`src/rtl/gray_pkg.sv`:
```
// Shared types and constants for the RGB-to-gray frame controller.
package gray_pkg;

  typedef enum logic [1:0] {
    IDLE    = 2'd0,
    WAIT_VS = 2'd1,
    ACTIVE  = 2'd2
  } state_t;

  localparam int COEF_W      = 8;
  localparam int COEF_PACK_W = 3 * COEF_W;
  localparam int COEF_SUM    = 256;

  localparam int RST_C0 = 76;
  localparam int RST_C1 = 150;
  localparam int RST_C2 = 29;

  // Field positions inside the packed {C0, C1, C2} word
  localparam int C0_LSB = 2 * COEF_W;
  localparam int C1_LSB = COEF_W;
  localparam int C2_LSB = 0;

  localparam logic [COEF_PACK_W-1:0] RST_COEF =
    {COEF_W'(RST_C0), COEF_W'(RST_C1), COEF_W'(RST_C2)};

  // Sum of the three coefficients, wide enough that it never overflows
  function automatic logic [9:0] coef_sum(input logic [COEF_PACK_W-1:0] w);
    return 10'(w[C0_LSB +: COEF_W]) + 10'(w[C1_LSB +: COEF_W]) + 10'(w[C2_LSB +: COEF_W]);
  endfunction

endpackage

```
`src/rtl/video_geom_chk.sv`:
```
// Video geometry checker: vsync/valid edge detect, pixel and line counters,
// sticky line/frame length error flags. Counts only while active_i is high.
module video_geom_chk #(
  parameter int H_ACT = 640,
  parameter int V_ACT = 480,
  parameter int CW    = 12
) (
  input  logic clk,
  input  logic rst,
  input  logic active_i,
  input  logic vsync_i,
  input  logic valid_i,
  input  logic err_clr_i,
  output logic vs_rise_o,
  output logic err_line_o,
  output logic err_frame_o
);

  localparam logic [CW-1:0] CNT_MAX = '1;

  logic          vs_d_q, val_d_q;
  logic [CW-1:0] pix_cnt_q, line_cnt_q;
  logic          err_line_q, err_frame_q;

  logic          line_end, line_close;
  logic [CW-1:0] pix_now, line_now;
  logic          line_evt, frame_evt;

  // Edge detect and end-of-line / end-of-frame evaluation.
  // A line still open when vsync rises is closed and checked like any other.
  always_comb begin
    vs_rise_o  = vsync_i & ~vs_d_q;
    line_end   = val_d_q & ~valid_i;
    pix_now    = (valid_i && (pix_cnt_q != CNT_MAX)) ? pix_cnt_q + 1'b1 : pix_cnt_q;
    line_close = line_end | (vs_rise_o & (pix_now != '0));
    line_now   = (line_close && (line_cnt_q != CNT_MAX)) ? line_cnt_q + 1'b1 : line_cnt_q;
    line_evt   = active_i & line_close & (pix_now != CW'(H_ACT));
    frame_evt  = active_i & vs_rise_o & (line_now != CW'(V_ACT));
  end

  // Delayed copies, counters and sticky flags; a new error beats err_clr.
  always_ff @(posedge clk) begin
    if (rst) begin
      vs_d_q      <= 1'b0;
      val_d_q     <= 1'b0;
      pix_cnt_q   <= '0;
      line_cnt_q  <= '0;
      err_line_q  <= 1'b0;
      err_frame_q <= 1'b0;
    end else begin
      vs_d_q  <= vsync_i;
      val_d_q <= valid_i;
      if (!active_i || vs_rise_o) begin
        pix_cnt_q  <= '0;
        line_cnt_q <= '0;
      end else if (line_end) begin
        pix_cnt_q  <= '0;
        line_cnt_q <= line_now;
      end else begin
        pix_cnt_q  <= pix_now;
      end
      err_line_q  <= line_evt  | (err_line_q  & ~err_clr_i);
      err_frame_q <= frame_evt | (err_frame_q & ~err_clr_i);
    end
  end

  assign err_line_o  = err_line_q;
  assign err_frame_o = err_frame_q;

endmodule

```
`src/rtl/gray_frame_ctrl.sv`:
```
// Frame-level controller for the RGB-to-gray converter: frame FSM, coefficient
// shadowing with commit at frame boundaries, pixel gating and frame counting.
module gray_frame_ctrl
  import gray_pkg::*;
#(
  parameter int H_ACT = 640,
  parameter int V_ACT = 480,
  parameter int CW    = 12
) (
  input  logic                   clk,
  input  logic                   rst,
  input  logic                   cfg_en,
  input  logic                   cfg_wr,
  input  logic [COEF_PACK_W-1:0] cfg_coef,
  input  logic                   err_clr,
  input  logic                   i_vsync,
  input  logic                   i_valid,
  output logic [COEF_W-1:0]      o_c0,
  output logic [COEF_W-1:0]      o_c1,
  output logic [COEF_W-1:0]      o_c2,
  output logic                   o_pix_en,
  output logic                   o_frame_done,
  output logic [15:0]            o_frame_cnt,
  output logic                   o_cfg_err,
  output logic                   o_err_line,
  output logic                   o_err_frame,
  output logic                   o_busy
);

  state_t                 state_q;
  logic [COEF_PACK_W-1:0] coef_q, pend_q;
  logic                   pend_vld_q;
  logic                   frame_done_q, cfg_err_q;
  logic [15:0]            frame_cnt_q;
  logic                   vs_rise;

  video_geom_chk #(
    .H_ACT (H_ACT),
    .V_ACT (V_ACT),
    .CW    (CW)
  ) u_geom (
    .clk         (clk),
    .rst         (rst),
    .active_i    (state_q == ACTIVE),
    .vsync_i     (i_vsync),
    .valid_i     (i_valid),
    .err_clr_i   (err_clr),
    .vs_rise_o   (vs_rise),
    .err_line_o  (o_err_line),
    .err_frame_o (o_err_frame)
  );

  // Frame FSM plus coefficient shadow; commit precedes a coincident write so
  // the old pending value lands now and the new one waits for the next frame.
  always_ff @(posedge clk) begin
    if (rst) begin
      state_q      <= IDLE;
      coef_q       <= RST_COEF;
      pend_q       <= RST_COEF;
      pend_vld_q   <= 1'b0;
      frame_done_q <= 1'b0;
      frame_cnt_q  <= '0;
      cfg_err_q    <= 1'b0;
    end else begin
      frame_done_q <= 1'b0;
      cfg_err_q    <= 1'b0;
      unique case (state_q)
        IDLE: if (cfg_en) state_q <= WAIT_VS;
        WAIT_VS: begin
          if (vs_rise)      state_q <= ACTIVE;
          else if (!cfg_en) state_q <= IDLE;
        end
        ACTIVE: begin
          if (vs_rise) begin
            frame_done_q <= 1'b1;
            frame_cnt_q  <= frame_cnt_q + 16'd1;
            if (!cfg_en) state_q <= IDLE;
          end
        end
        default: state_q <= IDLE;
      endcase
      if (vs_rise && (state_q != IDLE) && pend_vld_q) begin
        coef_q     <= pend_q;
        pend_vld_q <= 1'b0;
      end
      if (cfg_wr) begin
        if (coef_sum(cfg_coef) == 10'(COEF_SUM)) begin
          pend_q     <= cfg_coef;
          pend_vld_q <= 1'b1;
        end else begin
          cfg_err_q  <= 1'b1;
        end
      end
    end
  end

  // Output unpacking and combinational pixel gate
  always_comb begin
    o_c0         = coef_q[C0_LSB +: COEF_W];
    o_c1         = coef_q[C1_LSB +: COEF_W];
    o_c2         = coef_q[C2_LSB +: COEF_W];
    o_pix_en     = i_valid & (state_q == ACTIVE);
    o_busy       = (state_q != IDLE);
    o_frame_done = frame_done_q;
    o_frame_cnt  = frame_cnt_q;
    o_cfg_err    = cfg_err_q;
  end

endmodule

```
`config.mk`:
```
export PLATFORM = sky130hd
export DESIGN_NAME = gray_frame_ctrl
export DESIGN_NICKNAME = d
export VERILOG_FILES = /design/src/rtl/gray_pkg.sv /design/src/rtl/video_geom_chk.sv /design/src/rtl/gray_frame_ctrl.sv
export SDC_FILE = /design/constraint.sdc
export NUM_CORES = 1
export LEC_CHECK = 0
export ABC_AREA = 1
export BUFFER_PORTS_ARGS = -buffer_cell sky130_fd_sc_hd__buf_2
export CELL_PAD_IN_SITES_DETAIL_PLACEMENT = 0
export CELL_PAD_IN_SITES_GLOBAL_PLACEMENT = 1
export CORE_MARGIN = 5
export CORE_UTILIZATION = 42
export DETAILED_ROUTE_END_ITERATION = 10
export HOLD_SLACK_MARGIN = 0.06
export PLACE_DENSITY = 0.88
export SLEW_MARGIN = 0
export SYNTH_ARGS = -nofsm -noshare
export SYNTH_HDL_FRONTEND = slang
export SYNTH_SLANG_ARGS = --single-unit
```
`constraint.sdc`:
```
create_clock -name clk -period 9.1 [get_ports clk]
set_input_delay 0.91 -clock clk [delete_from_list [all_inputs] [get_ports clk]]
set_output_delay 0.91 -clock clk [all_outputs]
set_load 0.01 [all_outputs]
```
==> results.sh <==
export IMPL_outcome="complete, no violations"
export IMPL_drtPass1Iterations=5
export IMPL_antenna_found_initial=0
export IMPL_skew_ps=10.5
export IMPL_cts_clk_slew_worst_paths_ps=100
export IMPL_via_per_inst=5.04
export IMPL_hold_viol_final=0
export IMPL_pin_count=77
export IMPL_wl_per_cell_um=13.2
export IMPL_postCtsResizedCells=0
export IMPL_final_util_pct=49.3
export IMPL_rsz0062_at_grt="false"
export IMPL_layout_drive_gt1_share_pct=16.0
export IMPL_yosys_area_top_type="dfxtp_1"
export IMPL_post_dp_hpwl_um=8320
export IMPL_vdd_drop_max_v=0.0000663
export IMPL_arrival_ps=4580
export IMPL_root_buffer="clkbuf_8"
export IMPL_drc=0
export IMPL_cts_sinks=97
export IMPL_hp_class="reg2reg"
export IMPL_seq_area_frac_synth_pct=41.5
export IMPL_core_rowCount=38
export IMPL_yosys_cell_types_count=35
export IMPL_dieArea_mm2=0.0133
export IMPL_core_area_mm2=0.0109
export IMPL_cts_htree_levels=3
export IMPL_cp_required_ps=9410
export IMPL_grt_pass1_wl_um=19400
export IMPL_syn_area_per_cell_um2=7.31
export IMPL_instances_no_fill=852
export IMPL_finalMaxSlewViolations=0
export IMPL_synth_area_top_cells="dfxtp_1, nand2_1, nand3_1"
export IMPL_cts_buffers=9
export IMPL_synth_nets=690
export IMPL_clk_latency_ps=370
export IMPL_start_kind="input pin"
export IMPL_syn_to_final_growth_pct=14.7
export IMPL_dp_cells=836
export IMPL_die_width_um=116
export IMPL_cp_max_fo=25
export IMPL_max_cap_violations=0
export IMPL_drtAntennaViolNets=0
export IMPL_tightest_slew_ps=941
export IMPL_yosys_warnings=0
export IMPL_initial_core_util_pct=42.9
export IMPL_post_cts_buffers=0
export IMPL_synth_seq_cells=97
export IMPL_n_antenna_cell=0
export IMPL_grt_overflow=0
export IMPL_fill_cells=1101
export IMPL_setup_viol=0
export IMPL_port_buffers=76
export IMPL_gp_congestion=0.856
export IMPL_p_leak_nw=2.33
export IMPL_criticalPathCategory="in2reg"
export IMPL_finalInstanceArea_mm2=0.00536
export IMPL_die_height_um=116
export IMPL_cts_hold_buf=0
export IMPL_period_needed_ps=4280
export IMPL_slew_headroom_pct=37.1
export IMPL_setup_tns_ps=0
export IMPL_pre_cts_ws_ps=4440
export IMPL_power_density_mw_per_mm2=152
export IMPL_grt_pass1_vias=4298
export IMPL_drt_total_wl_um=11300
export IMPL_cts_buffer_depth=2
export IMPL_syn_area_mm2=0.00468
export IMPL_cts_tree="built"
export IMPL_synth_top_cell_area_share_pct=41.5
export IMPL_num_vias=4293
export IMPL_grt_max_degree=51
export IMPL_netlist_instances=640
export IMPL_worst_setup_path_end_kind="register"
export IMPL_grt_total_usage_pct=17.9
export IMPL_period_share_pct=47.0
export IMPL_dr_first_iter_drc_count=248
export IMPL_setup_ws_ps=4820
export IMPL_placed_area_mm2=0.00514
export IMPL_fmax_mhz=234
export IMPL_fin_nets=757
-- per-stage QoR --
| stage | power, mW | hold slack (ps) |
|---|---|---|
| after floorplan | 0.487 | 429 |
| after global placement | 0.509 | 450 |
| after detailed placement | 0.510 | 451 |
| after CTS | 0.822 | 470 |
| after global routing | 0.850 | 494 |
| final | 0.813 | 469 |
-- path summary, 6_finish.rpt --
kind	startpoint	end	slack, ps	cells past startpoint
min reg2reg	coef_q[1]$_SDFFE_PP0P_	coef_q[1]$_SDFFE_PP0P_	470	2
max	cfg_coef[1]	pend_q[16]$_SDFFE_PP0P_	4820	15
min	coef_q[1]$_SDFFE_PP0P_	coef_q[1]$_SDFFE_PP0P_	470	2
max reg2reg	u_geom.pix_cnt_q[0]$_SDFF_PP0_	u_geom.err_frame_o$_SDFF_PP0_	6270	22
-- layer usage --
layer | vias up | track usage, % | wire, µm
met5 | - | 0 | 0
met4 | 0 | 6.81 | 185
met3 | 16 | 3.55 | 528
met2 | 91 | 29.4 | 5320
met1 | 1976 | 23.2 | 5240
li1 | 2210 | - | -
-- power by group --
| part | switching (mW) | internal [mW] |
|---|---|---|
| sequential | 0.00158 | 0.427 |
| clock | 0.157 | 0.157 |
| combinational | 0.0438 | 0.0279 |
-- final cells by class --
| class | count | area [µm²] | share of cell area (%) |
|---|---|---|---|
| sequential | 97 | 1940 | 36.2 |
| clock inverter | 6 | 91.3 | 1.70 |
| multi-input combinational | 457 | 2390 | 44.7 |
| inverter | 65 | 244 | 4.55 |
| timing repair buffer | 77 | 388 | 7.23 |
| clock buffer | 10 | 128 | 2.38 |
| tap | 140 | 175 | 3.27 |
-- cells in the mapped netlist (all sizes together) --
cell type / count
clkbuf: 17
inv: 65
nand3: 64
nor3b: 1
o211ai: 1
or4: 1
a2111oi: 1
xnor2: 1
nand3b: 2
and3: 1
nor3: 13
o31ai: 1
fa: 9
nor4: 5
o22ai: 7
buf: 4
a211oi: 1
ha: 10
or2: 1
nor2: 75
o21a: 3
o21ai: 31
xor2: 13
dfxtp: 97
nand4: 9
a21oi: 38
nand2: 169
-- state kept, by name, indices dropped and copies added, names as in the netlist --
signal              flops
o_frame_cnt            16
o_cfg_err               1
pend_q                 24
pend_vld_q              1
u_geom.err_line_o       1
u_geom.val_d_q          1
u_geom.err_frame_o      1
state_q                 2
u_geom.line_cnt_q      12
u_geom.pix_cnt_q       12
u_geom.vs_d_q           1
o_frame_done            1
coef_q                 24
-- worst max-delay path, cell delays in order --
cell and delay [ps]:
buf_2 120, fa_1 530, ha_1 160, inv_1 50
fa_1 470, nand3b_1 70, a21oi_1 110, nand3_1 70
nor4_1 160, nand2_1 80, nor4_1 270, nand2_1 540
inv_1 720, o21ai_0 160, a21oi_1 130
-- cell usage in the layout (no fill, tap or decap) --
| cell type | n |
|---|---|
| nand2_1 | 163 |
| dfxtp_1 | 97 |
| buf_2 | 76 |
| nor2_1 | 66 |
| inv_1 | 65 |
| nand3_1 | 59 |
| a21oi_1 | 38 |
| o21ai_0 | 31 |
| xor2_1 | 13 |
| nor3_1 | 12 |
| ha_1 | 10 |
| nand4_1 | 9 |
| fa_1 | 9 |
| clkbuf_8 | 9 |
| o22ai_1 | 7 |
| nor2_2 | 6 |
| nand3_2 | 5 |
| nor4_1 | 5 |
| nand2_2 | 4 |
| nor2_4 | 3 |
| o21a_1 | 3 |
| nand3b_1 | 2 |
| nand2_4 | 2 |
| bufinv_16 | 2 |
| clkinv_4 | 2 |
| or2_2 | 1 |
| nor3_2 | 1 |
| a211oi_1 | 1 |
| and3_1 | 1 |
| xnor2_1 | 1 |
| a2111oi_0 | 1 |
| o211ai_1 | 1 |
| o31ai_1 | 1 |
| nor3b_1 | 1 |
| or4_1 | 1 |
| clkinv_2 | 1 |
| clkbuf_1 | 1 |
| inv_6 | 1 |
| buf_4 | 1 |
-- cell families after synthesis --
| logic type | Yosys count | synth area share [%] |
|---|---|---|
| compound gates | 83 | 9.47 |
| xor+xnor | 14 | 2.62 |
| fa+ha+maj | 19 | 6.53 |
| buf+inv | 86 | 7.25 |
| flops | 97 | 41.5 |
| simple gates | 341 | 32.6 |
(Power assumes the default switching activity.)
